<file path="config.mk">
export PLATFORM = sky130hd
export DESIGN_NAME = mem_req_ctrl_flat
export DESIGN_NICKNAME = d
export VERILOG_FILES = /design/src/rtl/mem_pkg.sv /design/src/rtl/mem_req_ctrl_if.sv /design/src/rtl/mem_lane_merge.sv /design/src/rtl/mem_req_ctrl.sv /design/src/flat_wrapper.sv
export SDC_FILE = /design/constraint.sdc
export NUM_CORES = 1
export LEC_CHECK = 0
export ABC_AREA = 0
export CAP_MARGIN = 40
export CORE_AREA = 8 8 84 161
export CTS_CLUSTER_SIZE = 12
export DETAILED_ROUTE_END_ITERATION = 10
export DIE_AREA = 0 0 92 169
export DONT_BUFFER_PORTS = 1
export GPL_TIMING_DRIVEN = 0
export HOLD_SLACK_MARGIN = 0.03
export PLACE_DENSITY = 0.76
export SYNTH_ARGS = -nofsm -noshare
export SYNTH_HDL_FRONTEND = slang
export SYNTH_HIERARCHICAL = 1
export SYNTH_SLANG_ARGS = --single-unit
</file>
<file path="constraint.sdc">
create_clock -name clk_i -period 1.85 [get_ports clk_i]
set_input_delay 0.37 -clock clk_i [delete_from_list [all_inputs] [get_ports clk_i]]
set_output_delay 0.37 -clock clk_i [all_outputs]
set_load 0.01 [all_outputs]
</file>
<file path="src/rtl/mem_pkg.sv">
// Shared definitions for the memory request controller and mem_unit.
package mem_pkg;

  localparam int ADDR_W_DEF = 11;
  localparam int DATA_W_DEF = 32;

  localparam logic [1:0] SZ_B   = 2'b00;
  localparam logic [1:0] SZ_H   = 2'b01;
  localparam logic [1:0] SZ_W   = 2'b10;
  localparam logic [1:0] SZ_ILL = 2'b11;

  typedef enum logic [2:0] {
    ST_IDLE,
    ST_RD_ISSUE,
    ST_RD_CAP,
    ST_WRITE,
    ST_RESP
  } state_t;

  // A request is rejected for an illegal size or a lane that breaks natural alignment.
  function automatic logic req_bad(input logic [1:0] size, input logic [1:0] lane);
    return (size == SZ_ILL) || (size == SZ_H && lane[0]) || (size == SZ_W && lane != 2'b00);
  endfunction

endpackage

</file>
<file path="src/rtl/mem_req_ctrl_if.sv">
// Request/response handshake plus mem_unit port, as seen by the controller.
interface mem_req_ctrl_if
  import mem_pkg::*;
#(
  parameter int ADDR_W = ADDR_W_DEF,
  parameter int DATA_W = DATA_W_DEF
) ();

  logic              req_valid_i;
  logic              req_ready_o;
  logic              req_wr_i;
  logic [1:0]        req_size_i;
  logic              req_signed_i;
  logic [ADDR_W+1:0] req_addr_i;
  logic [DATA_W-1:0] req_data_i;
  logic              rsp_valid_o;
  logic              rsp_ready_i;
  logic [DATA_W-1:0] rsp_data_o;
  logic              rsp_err_o;
  logic              mem_en_o;
  logic              mem_wr_o;
  logic [ADDR_W-1:0] mem_addr_o;
  logic [DATA_W-1:0] mem_data_o;
  logic [DATA_W-1:0] mem_data_i;

  modport slave (
    input  req_valid_i, req_wr_i, req_size_i, req_signed_i, req_addr_i, req_data_i,
    input  rsp_ready_i, mem_data_i,
    output req_ready_o, rsp_valid_o, rsp_data_o, rsp_err_o,
    output mem_en_o, mem_wr_o, mem_addr_o, mem_data_o
  );

  modport master (
    output req_valid_i, req_wr_i, req_size_i, req_signed_i, req_addr_i, req_data_i,
    output rsp_ready_i, mem_data_i,
    input  req_ready_o, rsp_valid_o, rsp_data_o, rsp_err_o,
    input  mem_en_o, mem_wr_o, mem_addr_o, mem_data_o
  );

endinterface

</file>
<file path="src/rtl/mem_lane_merge.sv">
// Little-endian lane handling: load extract/extend and sub-word store merge.
module mem_lane_merge
  import mem_pkg::*;
(
  input  logic [31:0] word,
  input  logic [31:0] old_word,
  input  logic [31:0] new_data,
  input  logic [1:0]  lane,
  input  logic [1:0]  size,
  input  logic        sign_ext,
  output logic [31:0] load_data,
  output logic [31:0] merged
);

  function automatic logic [31:0] ext_byte(input logic signed [7:0] b, input logic sgn);
    return sgn ? 32'(b) : {24'd0, b};
  endfunction

  function automatic logic [31:0] ext_half(input logic signed [15:0] h, input logic sgn);
    return sgn ? 32'(h) : {16'd0, h};
  endfunction

  logic signed [7:0]  lane_b;
  logic signed [15:0] lane_h;

  // Load path: pick the addressed lane and extend it to a full word.
  always_comb begin
    lane_b    = word[{lane, 3'b000} +: 8];
    lane_h    = lane[1] ? word[31:16] : word[15:0];
    load_data = word;
    case (size)
      SZ_B:    load_data = ext_byte(lane_b, sign_ext);
      SZ_H:    load_data = ext_half(lane_h, sign_ext);
      default: load_data = word;
    endcase
  end

  // Store path: overwrite only the addressed lane of the word read back.
  always_comb begin
    merged = old_word;
    case (size)
      SZ_B: merged[{lane, 3'b000} +: 8] = new_data[7:0];
      SZ_H: begin
        if (lane[1]) merged[31:16] = new_data[15:0];
        else         merged[15:0]  = new_data[15:0];
      end
      default: merged = new_data;
    endcase
  end

endmodule

</file>
<file path="src/rtl/mem_req_ctrl.sv">
// Request-side controller: byte/half/word loads and stores onto mem_unit,
// sub-word stores done as read-modify-write.
module mem_req_ctrl
  import mem_pkg::*;
#(
  parameter int ADDR_W = ADDR_W_DEF,
  parameter int DATA_W = DATA_W_DEF
) (
  input  logic           clk_i,
  input  logic           rst_n_i,
  mem_req_ctrl_if.slave  bus
);

  state_t            state;
  logic              out_of_reset;
  logic              accept;
  logic              bad;
  logic              wr_q;
  logic [1:0]        size_q;
  logic              signed_q;
  logic [1:0]        lane_q;
  logic [DATA_W-1:0] data_q;
  logic [DATA_W-1:0] load_data;
  logic [DATA_W-1:0] merged;
  logic [ADDR_W-1:0] word_addr;

  assign bus.req_ready_o = out_of_reset && (state == ST_IDLE);
  assign accept          = bus.req_valid_i && bus.req_ready_o;
  assign bad             = req_bad(bus.req_size_i, bus.req_addr_i[1:0]);
  assign word_addr       = bus.req_addr_i[ADDR_W+1:2];

  // Request fields are captured at the accept edge; later input changes are ignored.
  always_ff @(posedge clk_i) begin
    if (accept) begin
      wr_q     <= bus.req_wr_i;
      size_q   <= bus.req_size_i;
      signed_q <= bus.req_signed_i;
      lane_q   <= bus.req_addr_i[1:0];
      data_q   <= bus.req_data_i;
    end
  end

  mem_lane_merge u_lane (
    .word      (bus.mem_data_i),
    .old_word  (bus.mem_data_i),
    .new_data  (data_q),
    .lane      (lane_q),
    .size      (size_q),
    .sign_ext  (signed_q),
    .load_data (load_data),
    .merged    (merged)
  );

  // Control FSM; every output is registered so reset clears them all at once.
  always_ff @(posedge clk_i or negedge rst_n_i) begin
    if (!rst_n_i) begin
      state           <= ST_IDLE;
      out_of_reset    <= 1'b0;
      bus.mem_en_o    <= 1'b0;
      bus.mem_wr_o    <= 1'b0;
      bus.mem_addr_o  <= '0;
      bus.mem_data_o  <= '0;
      bus.rsp_valid_o <= 1'b0;
      bus.rsp_data_o  <= '0;
      bus.rsp_err_o   <= 1'b0;
    end else begin
      out_of_reset <= 1'b1;
      case (state)
        ST_IDLE: begin
          if (accept) begin
            bus.rsp_data_o <= '0;
            if (bad) begin
              bus.rsp_err_o   <= 1'b1;
              bus.rsp_valid_o <= 1'b1;
              state           <= ST_RESP;
            end else begin
              bus.rsp_err_o  <= 1'b0;
              bus.mem_addr_o <= word_addr;
              bus.mem_en_o   <= 1'b1;
              if (bus.req_wr_i && bus.req_size_i == SZ_W) begin
                bus.mem_wr_o   <= 1'b1;
                bus.mem_data_o <= bus.req_data_i;
                state          <= ST_WRITE;
              end else begin
                bus.mem_wr_o <= 1'b0;
                state        <= ST_RD_ISSUE;
              end
            end
          end
        end
        ST_RD_ISSUE: begin
          bus.mem_en_o <= 1'b0;
          state        <= ST_RD_CAP;
        end
        ST_RD_CAP: begin
          if (wr_q) begin
            bus.mem_data_o <= merged;
            bus.mem_en_o   <= 1'b1;
            bus.mem_wr_o   <= 1'b1;
            state          <= ST_WRITE;
          end else begin
            bus.rsp_data_o  <= load_data;
            bus.rsp_valid_o <= 1'b1;
            state           <= ST_RESP;
          end
        end
        ST_WRITE: begin
          bus.mem_en_o    <= 1'b0;
          bus.mem_wr_o    <= 1'b0;
          bus.rsp_valid_o <= 1'b1;
          state           <= ST_RESP;
        end
        ST_RESP: begin
          if (bus.rsp_ready_i) begin
            bus.rsp_valid_o <= 1'b0;
            state           <= ST_IDLE;
          end
        end
        default: state <= ST_IDLE;
      endcase
    end
  end

endmodule
</file>
<file path="src/flat_wrapper.sv">
// flat-port wrapper written by rule: the top's interface ports become plain ports
module mem_req_ctrl_flat import mem_pkg::*;
#(
  parameter int ADDR_W = ADDR_W_DEF,
  parameter int DATA_W = DATA_W_DEF
)
  (clk_i, rst_n_i, bus_req_valid_i, bus_req_wr_i, bus_req_size_i, bus_req_signed_i, bus_req_addr_i, bus_req_data_i, bus_rsp_ready_i, bus_mem_data_i, bus_req_ready_o, bus_rsp_valid_o, bus_rsp_data_o, bus_rsp_err_o, bus_mem_en_o, bus_mem_wr_o, bus_mem_addr_o, bus_mem_data_o);
  mem_req_ctrl_if #(.ADDR_W(ADDR_W), .DATA_W(DATA_W)) bus_i ();
  input  logic clk_i;
  input  logic rst_n_i;
  input wire logic [$bits(bus_i.req_valid_i)-1:0] bus_req_valid_i;
  input wire logic [$bits(bus_i.req_wr_i)-1:0] bus_req_wr_i;
  input wire logic [$bits(bus_i.req_size_i)-1:0] bus_req_size_i;
  input wire logic [$bits(bus_i.req_signed_i)-1:0] bus_req_signed_i;
  input wire logic [$bits(bus_i.req_addr_i)-1:0] bus_req_addr_i;
  input wire logic [$bits(bus_i.req_data_i)-1:0] bus_req_data_i;
  input wire logic [$bits(bus_i.rsp_ready_i)-1:0] bus_rsp_ready_i;
  input wire logic [$bits(bus_i.mem_data_i)-1:0] bus_mem_data_i;
  output wire logic [$bits(bus_i.req_ready_o)-1:0] bus_req_ready_o;
  output wire logic [$bits(bus_i.rsp_valid_o)-1:0] bus_rsp_valid_o;
  output wire logic [$bits(bus_i.rsp_data_o)-1:0] bus_rsp_data_o;
  output wire logic [$bits(bus_i.rsp_err_o)-1:0] bus_rsp_err_o;
  output wire logic [$bits(bus_i.mem_en_o)-1:0] bus_mem_en_o;
  output wire logic [$bits(bus_i.mem_wr_o)-1:0] bus_mem_wr_o;
  output wire logic [$bits(bus_i.mem_addr_o)-1:0] bus_mem_addr_o;
  output wire logic [$bits(bus_i.mem_data_o)-1:0] bus_mem_data_o;
  assign bus_i.req_valid_i = bus_req_valid_i;
  assign bus_i.req_wr_i = bus_req_wr_i;
  assign bus_i.req_size_i = bus_req_size_i;
  assign bus_i.req_signed_i = bus_req_signed_i;
  assign bus_i.req_addr_i = bus_req_addr_i;
  assign bus_i.req_data_i = bus_req_data_i;
  assign bus_i.rsp_ready_i = bus_rsp_ready_i;
  assign bus_i.mem_data_i = bus_mem_data_i;
  assign bus_req_ready_o = bus_i.req_ready_o;
  assign bus_rsp_valid_o = bus_i.rsp_valid_o;
  assign bus_rsp_data_o = bus_i.rsp_data_o;
  assign bus_rsp_err_o = bus_i.rsp_err_o;
  assign bus_mem_en_o = bus_i.mem_en_o;
  assign bus_mem_wr_o = bus_i.mem_wr_o;
  assign bus_mem_addr_o = bus_i.mem_addr_o;
  assign bus_mem_data_o = bus_i.mem_data_o;
  mem_req_ctrl #(.ADDR_W(ADDR_W), .DATA_W(DATA_W)) u_core (.clk_i(clk_i), .rst_n_i(rst_n_i), .bus(bus_i));
endmodule
</file>
# ---- After elaboration in Yosys (flattened, before gate mapping)
# Cells that the tools add are included.
dict set report word_totals {
  reg_bits 121
  elab_cells 93
  in_bits 85
  output_inout_bits 80
}
dict set report op_classes {
  n_mux 36
  n_addsub 1
  bitwise 1
  n_eq_ne 15
  n_reduce_logical 23
  shift 3
}
# cell count
set op_table {}
lappend op_table {{32-bit two-way mux} 8}
lappend op_table {{32-bit one-hot mux with 2 select lines} 4}
lappend op_table {{16-bit two-way mux} 3}
lappend op_table {{32-bit bitwise mux} 1}
lappend op_table {{8-bit by 7-bit variable shift with 32-bit output (first input constant)} 1}
lappend op_table {{32-bit by 6-bit variable part select with 8-bit output} 1}
lappend op_table {{8-bit by 7-bit variable part select with 32-bit output} 1}
lappend op_table {{3-bit one-hot mux with 5 select lines} 1}
lappend op_table {{3-bit two-way mux} 4}
lappend op_table {{1-bit two-way mux} 11}
lappend op_table {{5-bit AND reduction} 2}
lappend op_table {{2-bit inequality test (second input constant)} 4}
lappend op_table {{4-bit AND reduction} 2}
lappend op_table {{5-bit negator with 7-bit output} 1}
lappend op_table {{3-bit by 2-bit == test with 1-bit output (second input constant)} 2}
lappend op_table {{2-bit by 1-bit inequality test with 1-bit output (second input constant)} 3}
lappend op_table {{1-bit one-hot mux with 3 select lines} 2}
lappend op_table {{3-bit AND reduction} 2}
lappend op_table {{3-bit nonzero test} 2}
lappend op_table {{1-bit logical AND} 5}
lappend op_table {{2-bit by 1-bit == test with 1-bit output (second input constant)} 2}
lappend op_table {{2-bit == test (second input constant)} 2}
lappend op_table {{1-bit one-hot mux with 4 select lines} 1}
lappend op_table {{2-bit AND reduction} 2}
lappend op_table {{other kinds (10)} 12}

# ---- Depth between registers and ports, before layout
# Gate-level depths: netlist (run 1).
dict set report depth {
  depth_word 7
  depth_mapped 9
  mapped_depth_nobuf 8
}

# ---- Modules after synthesis
# Netlist (run 1), hierarchy kept.
# module seq_area_each_um2 area_each_um2 n_inst cells_each
set modules_own_cells {}
lappend modules_own_cells {mem_req_ctrl 3218.1 4817.1 1 392}
lappend modules_own_cells {mem_lane_merge 0.0 1650.3 1 259}

# ---- Worst setup path after synthesis (run 1)
# No wires, ideal clock.
dict set report synth_timing {
  path_type {register -> register}
  startpoint {register u_core.state[1]}
  endpoint {register u_core.bus.mem_addr_o[0]}
  period_less_slack_ns 2.134
  path_stages_with_launch 8
  setup_time_ns 0.125
  setup_slack_ns -0.284
  arrival_time_ns 2.009
  path_cell_list {dfrtp_1 -> buf_6 -> nor4b_4 -> nand2_2 -> inv_2 -> nand2_2 -> buf_6 -> mux2_4}
}
dict set report synth_via {
  elab_chain_cells 4
}
# element line_no
set synth_rtl {}
lappend synth_rtl {{start, declared} mem_req_ctrl.sv:14} ;# state_t state;
lappend synth_rtl {{start signal, assigned} mem_req_ctrl.sv:57} ;# state <= ST_IDLE;
lappend synth_rtl {{start signal, assigned} mem_req_ctrl.sv:75} ;# state <= ST_RESP;
lappend synth_rtl {{start signal, assigned} mem_req_ctrl.sv:83} ;# state <= ST_WRITE;
lappend synth_rtl {{3-bit logical NOT} mem_req_ctrl.sv:27} ;# assign bus.req_ready_o = out_of_reset && (state == ST_IDLE);
lappend synth_rtl {{1-bit logical AND} mem_req_ctrl.sv:27}
lappend synth_rtl {{via bus_req_ready_o} flat_wrapper.sv:19} ;# output wire logic [$bits(bus_i.req_ready_o)-1:0] bus_req_ready_o;
lappend synth_rtl {{1-bit logical AND} mem_req_ctrl.sv:28} ;# assign accept = bus.req_valid_i && bus.req_ready_o;
lappend synth_rtl {{via u_core.accept} mem_req_ctrl.sv:16} ;# logic accept;
lappend synth_rtl {{3-bit AND reduction (no line)} n/a}
lappend synth_rtl {{end signal, assigned} mem_req_ctrl.sv:78} ;# bus.mem_addr_o <= word_addr;
lappend synth_rtl {{end, declared} mem_req_ctrl_if.sv:30} ;# output mem_en_o, mem_wr_o, mem_addr_o, mem_data_o
# The timed path passes the listed nets, and every way through them passes these cells.
# A chain may end at the register's enable or synchronous reset.

# ---- Worst setup path in the final report (run 1)
dict set report layout_timing {
  startpoint {register u_core.lane_q[1]}
  endpoint {register u_core.bus.rsp_data_o[27]}
}
dict set report layout_via {
  elab_chain_cells 5
  elab_cells_between_ends 7
}
# element line_no
set layout_rtl {}
lappend layout_rtl {{start, declared} mem_req_ctrl.sv:21} ;# logic [1:0] lane_q;
lappend layout_rtl {{start signal, assigned} mem_req_ctrl.sv:38} ;# lane_q <= bus.req_addr_i[1:0];
lappend layout_rtl {{32-bit by 6-bit variable part select with 8-bit output / 16-bit two-way mux (equally long branches)} {mem_lane_merge.sv:28, mem_lane_merge.sv:29}}
lappend layout_rtl {{32-bit two-way mux (on tied branches)} {mem_lane_merge.sv:16, mem_lane_merge.sv:20}}
lappend layout_rtl {{32-bit one-hot mux with 2 select lines *} mem_lane_merge.sv:31} ;# case (size)
lappend layout_rtl {{via u_core.load_data[27]} mem_req_ctrl.sv:23} ;# logic [DATA_W-1:0] load_data;
lappend layout_rtl {{32-bit two-way mux *} mem_req_ctrl.sv:96} ;# if (wr_q) begin
lappend layout_rtl {{32-bit one-hot mux with 2 select lines *} mem_req_ctrl.sv:68} ;# case (state)
lappend layout_rtl {{end signal, assigned} mem_req_ctrl.sv:102} ;# bus.rsp_data_o <= load_data;
lappend layout_rtl {{end, declared} mem_req_ctrl_if.sv:29} ;# output req_ready_o, rsp_valid_o, rsp_data_o, rsp_err_o,
# Mark *: on every way through the listed nets, which the timed path passes. The rest lies on a longest branch. The select of a mux whose other input is x is not followed.

==> results of run 1 <==
==> cell families (layout without fill, tap and decap cells) <==
kind of cell / after synthesis / in the layout / synth area share, %
AO/OA/AOI/OAI: 193 / 193 / 20.2
multiplexers: 54 / 54 / 9.29
flip-flops: 121 / 121 / 49.8
buffers and inverters: 55 / 131 / 4.43
adder cells (fa/ha/maj): 5 / 5 / 0.967
AND/OR/NAND/NOR: 222 / 223 / 15.3
other: 1 / 2 / 0.0580
==> what timing repair did <==
| action | in CTS | in global routing |
|---|---|---|
| pin swaps | 40 | 36 |
| setup buffers | 31 | 9 |
| cloned | 3 | 2 |
| resized for setup | 155 | 75 |
| setup endpoints to repair | 75 | 74 |
| endpoints found under the hold margin | 83 | 86 |
==> routing by layer <==
metal,vias to the layer above,routed length (µm),share of wire [%]
met5,-,0,0
met4,0,1210,5.4
met3,77,2670,12
met2,347,11100,49
met1,2614,7550,34
li1,2461,-,-
==> power groups by stage <==
stage	combinational [mW]	clock [mW]	sequential, mW
after detailed placement	2.60	0	4.68
final	3.41	3.31	4.62
after global routing	3.70	3.44	4.73
after floorplan	2.06	0	4.40
after global placement	2.52	0	4.65
after CTS	3.10	3.33	4.65
==> layout make-up <==
type | count | area [µm²]
timing repair buffer | 45 | 458
antenna | 1 | 2.50
sequential | 121 | 3220
timing repair inverter | 2 | 20.0
clock buffer | 20 | 489
fill | 799 | 3160
inverter | 9 | 60.1
multi-input combinational | 476 | 3470
tap | 145 | 181
clock inverter | 12 | 109
buffer | 43 | 318
==> path summary, 6_finish.rpt <==
path	end	slack (ns)	depth (start not counted)
max in group asynchronous	u_core/out_of_reset	2.03	0
min in group clk_i	u_core/data_q[2]	0.04	0
setup reg to reg	u_core/bus.rsp_data_o[27]	-0.19	9
setup / recovery	u_core/bus.rsp_data_o[27]	-0.19	9
hold / removal	u_core/bus.mem_en_o	-0.36	0
hold reg to reg	u_core/bus.rsp_err_o	0.55	2
==> layout by cell type, fill, tap and decap left out, drive strengths merged, types with 3 or more instances in the layout <==
cell type,netlist,routed
mux2,18,18
a21oi,27,27
dlygate4sd3,0,3
nor3,3,3
a22oi,19,19
a211o,7,7
clkbuf,21,37
nor2b,5,6
nor2,11,11
mux2i,36,36
a221o,9,9
clkinv,1,7
nand2b,8,8
a22o,10,10
edfxtp,38,38
ha,5,5
o21ai,93,93
nand2,178,178
dfrtp,83,83
a221oi,6,6
a211oi,3,3
buf,25,68
inv,8,14
a2bb2oi,7,7
==> sequential cells by signal, indices dropped and copies added (netlist names) <==
name	cells
u_core/bus.rsp_valid_o	1
u_core/wr_q	1
u_core/bus.mem_data_o	32
u_core/out_of_reset	1
u_core/lane_q	2
u_core/bus.mem_en_o	1
u_core/bus.mem_wr_o	1
u_core/state	3
u_core/data_q	32
u_core/signed_q	1
u_core/bus.rsp_err_o	1
u_core/bus.mem_addr_o	11
u_core/size_q	2
u_core/bus.rsp_data_o	32
==> flow_summary.toml, run 1 <==
[placed_design]
dp_hpwl_um = 15500
dp_cells = 797
place.port_buffers = 0
gp_congestion = 0.968
dpl_worst_slack_ns = -0.389
dpl_cell_area_mm2 = 0.00669

[timing]
slew_violations = 0
fmax_mhz = 491
hold_viol = 83
rsz0062_at_grt = "yes"
setup_viol = 57
maxSlewHeadroom_pct = 60.2
whs_ns = -0.358
worst_slew_pin_slew_ns = 0.597
setup_tns_ns = -5.96
fin_skew_ns = 0.0131
period_needed_ns = 2.04
finalCritPeriodShare_pct = 110
setup_ws_ns = -0.189

[die]
dieWidth_um = 92
dieHeight_um = 169
die_area_mm2 = 0.0155
initial_core_util_pct = 56.3
core-area_mm2 = 0.0115
io_pins = 165
rows = 56

[worst_setup_path]
r2r_start = "u_core/lane_q[1]"
startpoint_type = "flop"
critPathArrivalTime_ns = 2.38
crit_slowest_cell = "edfxtp_1"
end_kind = "flop"
critPathRequiredTime_ns = 2.19
cp-startpoint = "u_core/lane_q[1]"
path_buf_inv = 3
path_class = "reg2reg"
cp_max_fo = 6
cpLargestDelayFamily = "compound AO/OA/AOI/OAI gates"
path_cells = "buf_6, buf_8, mux2i_2, o32a_4, o211a_4, clkbuf_16, a21oi_2, nand2_1, o21ai_2"
slowest_delay_ns = 0.46

[finish]
layoutNonFillerInstCount = 874
post-route-util_pct = 72.5
layout-drive-gt1-share_pct = 32.4
synthToLayoutAreaGrowth_pct = 28.8
final_area_mm2 = 0.00833
nNetsFinal = 805

[routing]
via_count = 5499
ant_nets = 0
dr.first_iter.drc_count = 498
via_per_inst = 6.29
routedWlPerCell_um = 25.8
drc = 0
wl_um = 22500
drtPass1Iterations = 5

[power_and_ir_drop]
p_sw_mw = 4.14
combPwrFrac_pct = 30.1
cellPowerDensity_mw_per_mm2 = 1360
leakagePower_nw = 3.45
seqPwrFrac_pct = 40.7
finalPower_mw = 11.3
clkPwrFrac_pct = 29.2
p_int_mw = 7.20
switching_share_pct = 36.5
vdd_ir_drop_max_mv = 0.862

[job]
drv_cap = 0

[logic_synthesis]
yosys_register_bits = 121
yosysSeqAreaShare_pct = 49.8
syn-cell-area_mm2 = 0.00647
yosysMostFrequentCell = "nand2_1"
synth_area_leaders = "dfrtp_1, edfxtp_1, nand2_1, o21ai_0, mux2i_1"
synth.distinct_cells = 58
synth_top_area_share_pct = 32.1
synth_area_leader_cell = "dfrtp_1"
ys_warn_count = 6
synth-edff-count = 38
synthArstFlopShare_pct = 68.6
syn-num-nets = 741
syn_avg_cell_area_um2 = 9.93
synth_ff_type = "dfrtp_1"
ys_top_cells_by_count = "nand2_1, o21ai_0, dfrtp_1"
syn_inst = 651

[grt]
grt_max_degree = 84
grt_usage_pct = 28.5
grt_pass1_wl_um = 33200
use_met1_pct = 30.6
antenna_found_initial = 1
grt_use_met3_pct = 12.2
grt-ovfl-total = 0
top_usage_layer = "met2"
use_met2_pct = 46.2
grt_pass1_vias = 5578

[min_path]
hold_class = "in2async"

[clock_tree]
root_buffer = "clkbuf_16"
htreeDepth = 4
cts_tree = "done"
cts.clk_slew.worst_paths_ns = 0.06
numCtsBuffers = 17
clk_latency_ns = 0.42
clock_path_buffers = 2
cts.sinks = 121

[run_status]
violations = "negative hold slack, negative setup slack"
status = "finished with violations"
Power figures use the tool's default switching activity.
==> inputs of run 2 (changes only) <==
--- a/config.mk
+++ b/config.mk
@@ -7,14 +7,14 @@
 export LEC_CHECK = 0
 export ABC_AREA = 0
 export CAP_MARGIN = 40
-export CORE_AREA = 8 8 84 161
+export CORE_AREA = 8 8 106 204
 export CTS_CLUSTER_SIZE = 12
 export DETAILED_ROUTE_END_ITERATION = 10
-export DIE_AREA = 0 0 92 169
+export DIE_AREA = 0 0 114 212
 export DONT_BUFFER_PORTS = 1
 export GPL_TIMING_DRIVEN = 0
 export HOLD_SLACK_MARGIN = 0.03
-export PLACE_DENSITY = 0.76
+export PLACE_DENSITY = 0.51
 export SYNTH_ARGS = -nofsm -noshare
 export SYNTH_HDL_FRONTEND = slang
 export SYNTH_HIERARCHICAL = 1
==> constraint.sdc (replaced) <==
create_clock -name clk_i -period 1.85 [get_ports clk_i]
set_input_delay 0.37 -clock clk_i [delete_from_list [all_inputs] [get_ports clk_i]]
set_output_delay 0.37 -clock clk_i [all_outputs]
set_load 0.05 [all_outputs]
==> flow_summary.toml, run 2 (synthesis results as in run 1) <==
[run_status]
status = "finished with violations"
violations = "negative hold slack, negative setup slack"

[die]
initial_core_util_pct = 33.9
die_area_mm2 = 0.0242
rows = 72
dieHeight_um = 212
core-area_mm2 = 0.0191
dieWidth_um = 114
io_pins = 165

[timing]
hold_viol = 83
whs_ns = -0.351
setup_ws_ns = -0.345
period_needed_ns = 2.20
rsz0062_at_grt = "yes"
slew_violations = 0
worst_slew_pin_slew_ns = 0.838
finalCritPeriodShare_pct = 119
setup_tns_ns = -21.73
fmax_mhz = 456
setup_viol = 97
fin_skew_ns = 0.0110
maxSlewHeadroom_pct = 43.9

[placed_design]
gp_congestion = 0.911
dp_hpwl_um = 17000
dp_cells = 911
place.port_buffers = 0
dpl_cell_area_mm2 = 0.00685

[clock_tree]
clk_latency_ns = 0.42
htreeDepth = 4
cts.clk_slew.worst_paths_ns = 0.06
cts_tree = "done"
clock_path_buffers = 2
cts.sinks = 121
root_buffer = "clkbuf_16"
numCtsBuffers = 17

[power_and_ir_drop]
leakagePower_nw = 3.69
cellPowerDensity_mw_per_mm2 = 1570
vdd_ir_drop_max_mv = 0.995

[finish]
synthToLayoutAreaGrowth_pct = 39.5
nNetsFinal = 850
layout_commonest_cell = "nand2_1"
final_area_mm2 = 0.00902
final_cell_mix = "nand2_1, dfrtp_1, o21ai_1, edfxtp_1, buf_4"
layout-drive-gt1-share_pct = 32.0
num_antenna_cells = 0
reg_top3 = "u_core/bus.mem_data_o x32, u_core/bus.rsp_data_o x32, u_core/data_q x32"
layoutNonFillerInstCount = 1032

[worst_setup_path]
path_cells = "buf_6, nor4b_4, nand2_4, buf_4, buf_8, inv_16"
end_kind = "flop"
r2r-end = "u_core/wr_q"
worst_r2r_path_depth = 6
startpoint_type = "flop"
critPathArrivalTime_ns = 2.32
path_class = "reg2reg"
cp_max_fo = 19
ff2ff_setup_slack_ns = -0.35
slowest_delay_ns = 0.74
crit_slowest_cell = "nor4b_4"
r2r_start = "u_core/state[1]"
path_buf_inv = 4
cpLargestDelayFamily = "simple AND/OR/NAND/NOR gates"
critPathRequiredTime_ns = 1.97

[routing]
via_count = 5490
via_per_inst = 5.32
routedWlPerCell_um = 23.3
drtPass1Iterations = 5
ant_nets = 0
drc = 0
wl_um = 24100
dr.first_iter.drc_count = 343

[grt]
grt_pass1_wl_um = 35600
grt-ovfl-total = 0
grt_max_degree = 84
grt_usage_pct = 20.1
grt_pass1_vias = 5719
antenna_found_initial = 0

[min_path]
hold_class = "in2async"

[job]
drv_cap = 0
-- run 2: changes by cell type in the layout (fill, tap and decap cells not counted), moves of 4 or more --
cell / delta
dlygate4sd3_1: +33
buf_4: +6
nand2_2: +6
bufinv_16: +5
buf_6: +4
buf_8: +4
clkbuf_16: -4
inv_4: -4
nand2_1: -4
o21ai_1: +4
o21ai_2: -4
-- run 2: metal layers --
| metal | track usage, % | routed length, µm | up-vias |
|---|---|---|---|
| met4 | 9.34 | 850 | 0 |
| met2 | 32.9 | 11900 | 238 |
| li1 | - | - | 2547 |
| met1 | 21.8 | 8650 | 2656 |
| met5 | 0 | 0 | - |
| met3 | 8.68 | 2700 | 49 |
-- run 2: what timing repair did --
action,4_1_cts,5_1_grt
resized for setup,148,96
hold buffers,30,6
pin swaps,42,46
endpoints found under the hold margin,113,89
setup endpoints to repair,115,116
setup buffers,31,24
gates cloned,4,0
-- run 2: area by class of cell --
| class | instances | area, µm² |
|---|---|---|
| clock buffer | 18 | 439 |
| timing repair buffer | 92 | 920 |
| timing repair inverter | 2 | 28.8 |
| clock inverter | 14 | 243 |
| inverter | 9 | 60.1 |
| multi-input combinational | 475 | 3430 |
| fill | 1796 | 10100 |
| sequential | 121 | 3220 |
| tap | 259 | 324 |
| buffer | 42 | 362 |
-- run 2: worst max-delay path by stage --
stage	from	to	slack (ns)	depth (start not counted)
after floorplan	u_core/state[2]	u_core/bus.mem_addr_o[0]	-0.47	7
after global placement	u_core/state[2]	u_core/bus.mem_addr_o[8]	-0.72	7
after detailed placement	u_core/state[2]	u_core/bus.mem_addr_o[4]	-0.74	7
after CTS	u_core/state[1]	u_core/bus.mem_addr_o[4]	-0.37	7
after global routing	u_core/state[1]	u_core/bus.mem_addr_o[8]	-0.42	7
final	u_core/state[1]	u_core/wr_q	-0.35	6
-- run 2: per-stage QoR --
stage	worst slack, ns	total power [mW]	util [%]	hold slack (ns)
4_1_cts	-0.368	13.9	44.7	-0.376
3_5_place_dp	-0.742	9.51	35.9	0.0788
5_1_grt	-0.417	14.8	47.2	-0.378
6_report	-0.345	14.2	47.2	-0.351
3_3_place_gp	-0.725	9.45	35.9	0.0789
2_1_floorplan	-0.474	8.62	-	0.0744
-- run 2: where the power goes --
| group | total (mW) | internal, mW | switching (mW) |
|---|---|---|---|
| sequential | 6.75 | 3.57 | 3.18 |
| clock | 3.86 | 2.57 | 1.29 |
| combinational | 3.58 | 1.69 | 1.88 |
| total | 14.2 | 7.84 | 6.35 |
==> inputs of run 3 (changes only) <==
--- a/config.mk
+++ b/config.mk
@@ -8,7 +8,7 @@
 export ABC_AREA = 0
 export CAP_MARGIN = 40
 export CORE_AREA = 8 8 106 204
-export CTS_CLUSTER_SIZE = 12
+export CTS_CLUSTER_SIZE = 20
 export DETAILED_ROUTE_END_ITERATION = 10
 export DIE_AREA = 0 0 114 212
 export DONT_BUFFER_PORTS = 1
@@ -19,3 +19,4 @@
 export SYNTH_HDL_FRONTEND = slang
 export SYNTH_HIERARCHICAL = 1
 export SYNTH_SLANG_ARGS = --single-unit
+export TNS_END_PERCENT = 100
==> results of run 3 <==
No change in the layout: final DEF, timing and power equal those of run 2.
